<file path="src/rtl/cpu_pkg.sv">
// rtl/cpu_pkg.sv - shared constants and encodings for the pipelined MIPS front end
package cpu_pkg;

    localparam int unsigned  WIDTH_DEF     = 32;
    localparam logic [31:0]  RESET_VEC_DEF = 32'h0000_3000;
    localparam logic [31:0]  EXC_VEC_DEF   = 32'h0000_4180;
    localparam int unsigned  STEP_DEF      = 4;

    // Redirect source, ordered lowest to highest priority; also used by the hazard unit.
    typedef enum logic [2:0] {
        SRC_NONE   = 3'd0,
        SRC_JUMP   = 3'd1,
        SRC_BRANCH = 3'd2,
        SRC_ERET   = 3'd3,
        SRC_EXC    = 3'd4
    } redirect_src_t;

    typedef enum logic {
        ST_BOOT = 1'b0,
        ST_RUN  = 1'b1
    } pc_state_t;

endpackage

</file>
<file path="src/rtl/redirect_arb.sv">
// rtl/redirect_arb.sv - fixed-priority redirect selector: exc_req > eret > br_taken > jump
module redirect_arb
    import cpu_pkg::*;
#(
    parameter int unsigned      WIDTH   = WIDTH_DEF,
    parameter logic [WIDTH-1:0] EXC_VEC = WIDTH'(EXC_VEC_DEF)
) (
    input  logic             br_taken,
    input  logic [WIDTH-1:0] br_target,
    input  logic             jump,
    input  logic [WIDTH-1:0] jump_target,
    input  logic             exc_req,
    input  logic             eret,
    input  logic [WIDTH-1:0] epc_in,
    output logic             valid,
    output logic             is_exc,
    output logic [WIDTH-1:0] target
);

    redirect_src_t src;

    always_comb begin
        src    = SRC_NONE;
        target = '0;
        if (exc_req) begin
            src    = SRC_EXC;
            target = EXC_VEC;
        end else if (eret) begin
            src    = SRC_ERET;
            target = epc_in;
        end else if (br_taken) begin
            src    = SRC_BRANCH;
            target = br_target;
        end else if (jump) begin
            src    = SRC_JUMP;
            target = jump_target;
        end
    end

    assign valid  = (src != SRC_NONE);
    assign is_exc = (src == SRC_EXC);

endmodule

</file>
<file path="src/rtl/pc_gen.sv">
// rtl/pc_gen.sv - fetch PC register with stall/back-pressure handling and latched redirects
module pc_gen
    import cpu_pkg::*;
#(
    parameter int unsigned      WIDTH     = WIDTH_DEF,
    parameter logic [WIDTH-1:0] RESET_VEC = WIDTH'(RESET_VEC_DEF),
    parameter logic [WIDTH-1:0] EXC_VEC   = WIDTH'(EXC_VEC_DEF),
    parameter int unsigned      STEP      = STEP_DEF
) (
    input  logic             clk,
    input  logic             reset,
    input  logic             stall,
    input  logic             fetch_ready,
    input  logic             br_taken,
    input  logic [WIDTH-1:0] br_target,
    input  logic             jump,
    input  logic [WIDTH-1:0] jump_target,
    input  logic             exc_req,
    input  logic             eret,
    input  logic [WIDTH-1:0] epc_in,
    output logic [WIDTH-1:0] pc,
    output logic [WIDTH-1:0] pc_plus_step,
    output logic             fetch_valid,
    output logic             misalign,
    output logic             redirect_pending
);

    localparam logic [WIDTH-1:0] STEP_W     = WIDTH'(STEP);
    localparam logic [WIDTH-1:0] ALIGN_MASK = WIDTH'(STEP - 1);

    pc_state_t        state, state_next;
    logic [WIDTH-1:0] pc_next;
    logic             pend_valid, pend_valid_next;
    logic             pend_exc, pend_exc_next;
    logic [WIDTH-1:0] pend_target, pend_target_next;

    logic             live_valid;
    logic             live_exc;
    logic [WIDTH-1:0] live_target;
    logic             advance;

    redirect_arb #(
        .WIDTH   (WIDTH),
        .EXC_VEC (EXC_VEC)
    ) u_arb (
        .br_taken    (br_taken),
        .br_target   (br_target),
        .jump        (jump),
        .jump_target (jump_target),
        .exc_req     (exc_req),
        .eret        (eret),
        .epc_in      (epc_in),
        .valid       (live_valid),
        .is_exc      (live_exc),
        .target      (live_target)
    );

    assign advance = (state == ST_RUN) && !stall && fetch_ready;

    always_comb begin
        state_next       = state;
        pc_next          = pc;
        pend_valid_next  = pend_valid;
        pend_exc_next    = pend_exc;
        pend_target_next = pend_target;

        if (state == ST_BOOT) begin
            state_next = ST_RUN;
        end

        if (advance) begin
            // A latched exception must not be lost to a younger live redirect.
            if (pend_valid && pend_exc) begin
                pc_next = EXC_VEC;
            end else if (live_valid) begin
                pc_next = live_target;
            end else if (pend_valid) begin
                pc_next = pend_target;
            end else begin
                pc_next = pc + STEP_W;
            end
            pend_valid_next  = 1'b0;
            pend_exc_next    = 1'b0;
            pend_target_next = '0;
        end else if (live_valid && (live_exc || !(pend_valid && pend_exc))) begin
            pend_valid_next  = 1'b1;
            pend_exc_next    = live_exc;
            pend_target_next = live_target;
        end
    end

    always_ff @(posedge clk) begin
        if (reset) begin
            state       <= ST_BOOT;
            pc          <= RESET_VEC;
            pend_valid  <= 1'b0;
            pend_exc    <= 1'b0;
            pend_target <= '0;
        end else begin
            state       <= state_next;
            pc          <= pc_next;
            pend_valid  <= pend_valid_next;
            pend_exc    <= pend_exc_next;
            pend_target <= pend_target_next;
        end
    end

    assign pc_plus_step     = pc + STEP_W;
    assign misalign         = (pc & ALIGN_MASK) != '0;
    assign redirect_pending = pend_valid;
    // A pending redirect means the PC currently presented is on the wrong path.
    assign fetch_valid      = (state == ST_RUN) && !misalign && !pend_valid;

endmodule

</file>
<file path="config.mk">
export PLATFORM = sky130hd
export DESIGN_NAME = pc_gen
export DESIGN_NICKNAME = d
export VERILOG_FILES = /design/src/rtl/cpu_pkg.sv /design/src/rtl/redirect_arb.sv /design/src/rtl/pc_gen.sv
export SDC_FILE = /design/constraint.sdc
export NUM_CORES = 1
export LEC_CHECK = 0
export ABC_AREA = 0
export CAP_MARGIN = 40
export CORE_MARGIN = 8
export CORE_UTILIZATION = 48
export CTS_CLUSTER_SIZE = 8
export DETAILED_ROUTE_END_ITERATION = 10
export PLACE_DENSITY = 0.87
export SKIP_LAST_GASP = 1
export SLEW_MARGIN = 20
export SYNTH_ARGS = -nofsm -noshare
export SYNTH_HDL_FRONTEND = slang
export SYNTH_SLANG_ARGS = --single-unit
export TNS_END_PERCENT = 30
</file>
<file path="constraint.sdc">
create_clock -name clk -period 5.7 [get_ports clk]
set_input_delay 1.14 -clock clk [delete_from_list [all_inputs] [get_ports clk]]
set_output_delay 1.14 -clock clk [all_outputs]
set_load 0.02 [all_outputs]
</file>
==> impl_metrics.tcl, run 1 <==
set metrics [dict create \
    die_y_um 111 \
    avgRoutedWirePerCell_um 19.9 \
    muxShareOfSynthArea_pct 1.19 \
    cts_tree "yes" \
    ys_async_sr_fraction_pct 0 \
    powerDensity_nw_per_um2 197 \
    path_clk_slew_ns 0.08 \
    worst_slew_pin_slew_ns 0.821 \
    dp_hpwl_mm 12.8 \
    slew_headroom_pct 44.8 \
    synth.area.top_cells "dfxtp_1 (31%), nand2_1 (7.1%), a21oi_1 (4.9%), a22oi_1 (4.7%), nor2_1 (4.4%)" \
    cp-end-kind "output port" \
    finalCritPeriodShare_pct 72.4 \
    synth_seq_cells 67 \
    required_ns 4.56 \
    avgSynthCellArea_um2 7.47 \
    slowest_stage "clkdlybuf4s50_1" \
    slew_violations 0 \
    synth-compound-area-share_pct 30.2 \
    yosysTopAreaCell "dfxtp_1" \
    area_growth_pct 46.0 \
    cts_made_buffers 9 \
    fmax_ghz 0.242 \
    drc_errors 0 \
    wl_mm 16.7 \
    diodes 0 \
    min_period_ns 4.13 \
    crit_chain "ha_1 > nand3_1 > nor4_1 > buf_2 > nand4_1 > xnor2_1 > clkdlybuf4s50_1" \
    cts_setup_buffers 0 \
    post_cts_resized 0 \
    initial_core_util_pct 49.4 \
    skew_ns 0.0136 \
    ant_nets 0 \
    synth_ff_type "dfxtp_1" \
    syn_area_um2 4310 \
    port_buffers 170 \
    setup_tns_ns 0 \
    drtIter0Drc 550 \
    clock_path_buffers 2 \
    yosys.area_share.simple_pct 27.2 \
    cap_violations 0 \
    synth_most_common_cell "nand2_1" \
    gp_congestion 0.932 \
    grt_max_degree 54 \
    hold_viol_final 0 \
    synth_top_family_by_area "compound AO/OA/AOI/OAI gates" \
    yosys-top-cells-count "nand2_1 (82), dfxtp_1 (67), nor2_1 (51)" \
    vias 5234 \
    htreeDepth 3 \
    nets 831 \
    slowest_delay_ns 0.64 \
    clock-root-buffer "clkbuf_8" \
    fin_cells 839 \
    viasPerCell 6.24 \
    path_buf_inv 2 \
    min_path_type "flip-flop to flip-flop" \
    arrival_ns 2.99 \
    rows 34 \
    criticalPathCategory "flip-flop to output port" \
    synth_fa_ha_area_share_pct 0.290 \
    gr-total-overflow 0 \
    reg2reg_depth 6 \
    grt_antenna_before_repair 0 \
    synth_edf_count 0 \
    peakVddDrop_mv 0.0962 \
    critPathMaxFanout 7 \
    synth_cells 577 \
    yosysWarnings 0 \
    crit_family "buffers and inverters" \
    p_leak_nw 2.29 \
    drive_gt1_share_pct 6.70 \
    critPathLaunchType "flip-flop" \
    die_x_um 111 \
    postPlaceCellArea_um2 6040 \
    hold_depth 2 \
    ys_seq_area_share_pct 31.1 \
    clock-sinks 67 \
    dp.cells 820 \
    core_um2 8720 \
    synth_top_area_share_pct 31.1 \
    grt_pass1_vias 5068 \
    grt.total_usage_pct 25.5 \
    io_pins 171 \
    grt_pass1_wl_mm 26.1 \
    finalSetupViolations 0 \
    cts-hold-fix-buffers 0 \
    clk_latency_ns 0.35 \
    rsz0062_at_grt "false" \
    timing.hold.ws_ns 0.456 \
    synth_nets 682 \
    first_pass_iters 5 \
    fin_area_um2 6290 \
    die_area_um2 12300 \
    synth-xor-area-share_pct 4.47 \
    synth_cell_types 66 \
    status "finished, final reports clean" \
    cp_num_cells 7 \
]
==> metrics by stage <==
step / utilization [%] / power [W] / worst slack, ns
after floorplan: - / 0.000646 / 2.45
after global placement: 69.0 / 0.000778 / 1.79
after detailed placement: 69.2 / 0.000785 / 1.97
after CTS: 71.8 / 0.00123 / 1.61
after global routing: 72.2 / 0.00128 / 1.38
final: 72.2 / 0.00124 / 1.57
==> registers in the layout, summed over array words and instances, names as in the netlist <==
register and count:
state 1, redirect_pending 1, pend_exc 1, pc 32, pend_target 32
==> power breakdown <==
part	switching (W)	total, W	internal, W
Combinational	0.000143	0.000280	0.000138
Clock	0.000201	0.000459	0.000258
Sequential	0.0000172	0.000503	0.000486
==> per-layer routing <==
metal  up-vias  track usage [%]  part of all wire, %
met3        33             6.01                   11
met2       363             40.2                   46
met1      2418             32.0                   41
met5         -                0                    0
met4         0             12.2                  2.5
li1       2420                -                    -
==> path summary, 6_finish.rpt <==
path	startpoint	to	slack, ns
worst max-delay path	pc[2]	pc_plus_step[22]	1.57
worst min-delay path	pend_target[18]	pend_target[18]	0.46
worst max register to register	redirect_pending	pc[28]	3.04
worst min register to register	pend_target[18]	pend_target[18]	0.46
==> cells in the final DEF (no fill, tap or decap), types with 5 or more instances in the layout <==
| master | n |
|---|---|
| dfxtp_1 | 67 |
| a22oi_1 | 27 |
| a221oi_1 | 6 |
| nand4_1 | 8 |
| inv_1 | 14 |
| a22o_1 | 8 |
| nand2b_1 | 7 |
| o21ai_0 | 38 |
| nor4_1 | 6 |
| nor2b_1 | 9 |
| a21oi_1 | 42 |
| nand2_1 | 82 |
| clkbuf_8 | 10 |
| clkdlybuf4s50_1 | 169 |
| a31oi_1 | 8 |
| a31o_2 | 6 |
| xnor2_1 | 13 |
| o211ai_1 | 5 |
| buf_4 | 10 |
| nand3b_1 | 11 |
| a2bb2oi_1 | 7 |
| xor2_1 | 9 |
| nor2_1 | 51 |
| nor3_1 | 25 |
| a221o_1 | 11 |
| nand3_1 | 12 |
==> tightest hold or removal path, stage by stage (launching register included) <==
cell	delay, ns
dfxtp_1	0.31
nand2_1	0.05
a21oi_1	0.05
==> kinds of logic after synthesis <==
family,count (synthesis)
compound gates,189
xor+xnor,22
fa+ha+maj,1
buf+inv,59
flops,67
mux,5
simple gates,234
==> final cells by class <==
class,count,area (um^2)
Sequential cell,67,1340
Timing Repair Buffer,183,1810
Inverter,14,52.6
Fill cell,669,2430
Clock inverter,6,88.8
Tap cell,108,135
Clock buffer,10,138
Multi-Input combinational cell,451,2730
(Power assumes the default switching activity.)
==> run 2, diff against run 1 <==
Settings changed: CORE_UTILIZATION 48 to 40, PLACE_DENSITY 0.87 to 0.78.
Clock period 5.7 ns to 3.38 ns, I/O delays scaled along.
==> impl_metrics.tcl, run 2 (synthesis gave the netlist of run 1 again) <==
set metrics [dict create \
    status "finished, final reports clean" \
    finalPower_w 0.00199 \
    min_path_type "flip-flop to flip-flop" \
    cp-end-kind "output port" \
    drive_gt1_share_pct 9.59 \
    largestRegisters "pc (32), pend_target (32)" \
    peakVddDrop_mv 0.225 \
    grt_pass1_wl_mm 26.8 \
    clock-sinks 67 \
    ant_nets 0 \
    worst_slew_pin_slew_ns 0.835 \
    avgRoutedWirePerCell_um 19.5 \
    criticalPathCategory "flip-flop to output port" \
    grt_pass1_vias 5091 \
    drc_errors 0 \
    slew_headroom_pct 44.1 \
    finalCritPeriodShare_pct 99.8 \
    critPathLaunchType "flip-flop" \
    slew_violations 0 \
    dp.cells 869 \
    drtIter0Drc 627 \
    clock_path_buffers 2 \
    rows 38 \
    clock-root-buffer "clkbuf_8" \
    die_x_um 120 \
    port_buffers 170 \
    slowest_delay_ns 0.66 \
    initial_core_util_pct 40.3 \
    sw_frac_of_total_pct 30.1 \
    required_ns 2.70 \
    min_period_ns 3.37 \
    finalSetupViolations 0 \
    first_pass_iters 5 \
    die_y_um 120 \
    pwr-share-seq_pct 42.4 \
    cts_tree "yes" \
    arrival_ns 2.70 \
    setup_tns_ns 0 \
    crit_family "simple AND/OR/NAND/NOR gates" \
    p_leak_nw 2.41 \
    fin_ws_ns 0.00524 \
    clkPwrFrac_pct 33.5 \
    dr_wl_met3_mm 1.94 \
    diodes 0 \
    wl_mm 17.4 \
    skew_ns 0.00921 \
    htreeDepth 3 \
    p_comb_share_pct 24.2 \
    slowest_stage "clkdlybuf4s50_1" \
    crit_chain "ha_1 > nand3_1 > or4_4 > nor2_1 > xor2_1 > clkdlybuf4s50_1" \
    grt.total_usage_pct 23.2 \
    fin_util_pct 60.2 \
    dr_wl_met2_mm 7.93 \
    internal_power_w 0.00139 \
    dr.max_layer_used "met4" \
    cap_violations 0 \
    gr-total-overflow 0 \
    fillers 983 \
    path_clk_slew_ns 0.08 \
    fin_cells 891 \
    final_cell_mix "clkdlybuf4s50_1 (166), nand2_1 (82), dfxtp_1 (65)" \
    io_pins 171 \
    post-place-ws_ns 0.256 \
    rsz0062_at_grt "true" \
    grt_max_degree 50 \
    cts_made_buffers 9 \
    dp_hpwl_mm 13.8 \
    hold_viol_final 0 \
    nets 851 \
    critPathMaxFanout 8 \
    grt_antenna_before_repair 0 \
    vias 5223 \
    die_area_um2 14400 \
    final_common_cell "clkdlybuf4s50_1" \
    wl_met1_mm 7.27 \
    path_buf_inv 1 \
    core_um2 10700 \
    fmax_ghz 0.296 \
    powerDensity_nw_per_um2 309 \
    clk_latency_ns 0.35 \
    viasPerCell 5.86 \
    p_switching_w 0.000601 \
    gp_congestion 0.882 \
    area_growth_pct 49.5 \
]
run 2: final timing paths:
| kind | startpoint | end | cells past startpoint | slack, ns |
|---|---|---|---|---|
| min | pend_target[13] | pend_target[13] | 2 | 0.46 |
| max | pc[3] | pc_plus_step[16] | 6 | 0.005 |
| min reg2reg | pend_target[13] | pend_target[13] | 2 | 0.46 |
| max reg2reg | state | pend_target[26] | 4 | 1.17 |
run 2: worst reg2reg max path: stages, from the launching register on:
cell	delay [ns]
dfxtp_1	0.34
and3b_1	0.26
nor2_1	0.57
nand2_1	0.64
a21oi_1	0.32
run 2: through the flow:
step	hold WS, ns	cell area (um^2)
6_report	0.457	6440
5_1_grt	0.481	6440
4_1_cts	0.453	6400
3_3_place_gp	0.438	6200
2_1_floorplan	0.429	4310
3_5_place_dp	0.442	6200
run 2: per-layer routing:
metal,vias to the layer above,global-route usage [%]
li1,2463,-
met1,2431,30.2
met2,308,36.8
met3,21,6.29
met4,0,6.64
met5,-,0
run 2: timing repair:
item                                   4_1_cts  5_1_grt
buffers inserted                             0        4
pin swaps                                    0        1
hold buffers                                 0        0
gates cloned                                 0        0
setup endpoints to repair                   11       14
resized for setup                            4        2
endpoints found under the hold margin        0        0
run 2: layout make-up:
type / count / area (um^2) / area share (%)
sequential: 67 / 1340 / 20.9
tap: 140 / 175 / 2.72
multi-input combinational: 451 / 2740 / 42.4
timing repair buffer: 203 / 1950 / 30.2
clock inverter: 7 / 68.8 / 1.07
inverter: 14 / 52.6 / 0.815
clock buffer: 9 / 124 / 1.92
run 2: power groups by stage:
stage | Clock (W) | Combinational, W | Sequential [W]
finish | 0.000667 | 0.000482 | 0.000845
global route | 0.000704 | 0.000515 | 0.000848
CTS | 0.000668 | 0.000475 | 0.000844
detailed placement | 0 | 0.000473 | 0.000862
global placement | 0 | 0.000467 | 0.000861
floorplan | 0 | 0.000221 | 0.000868
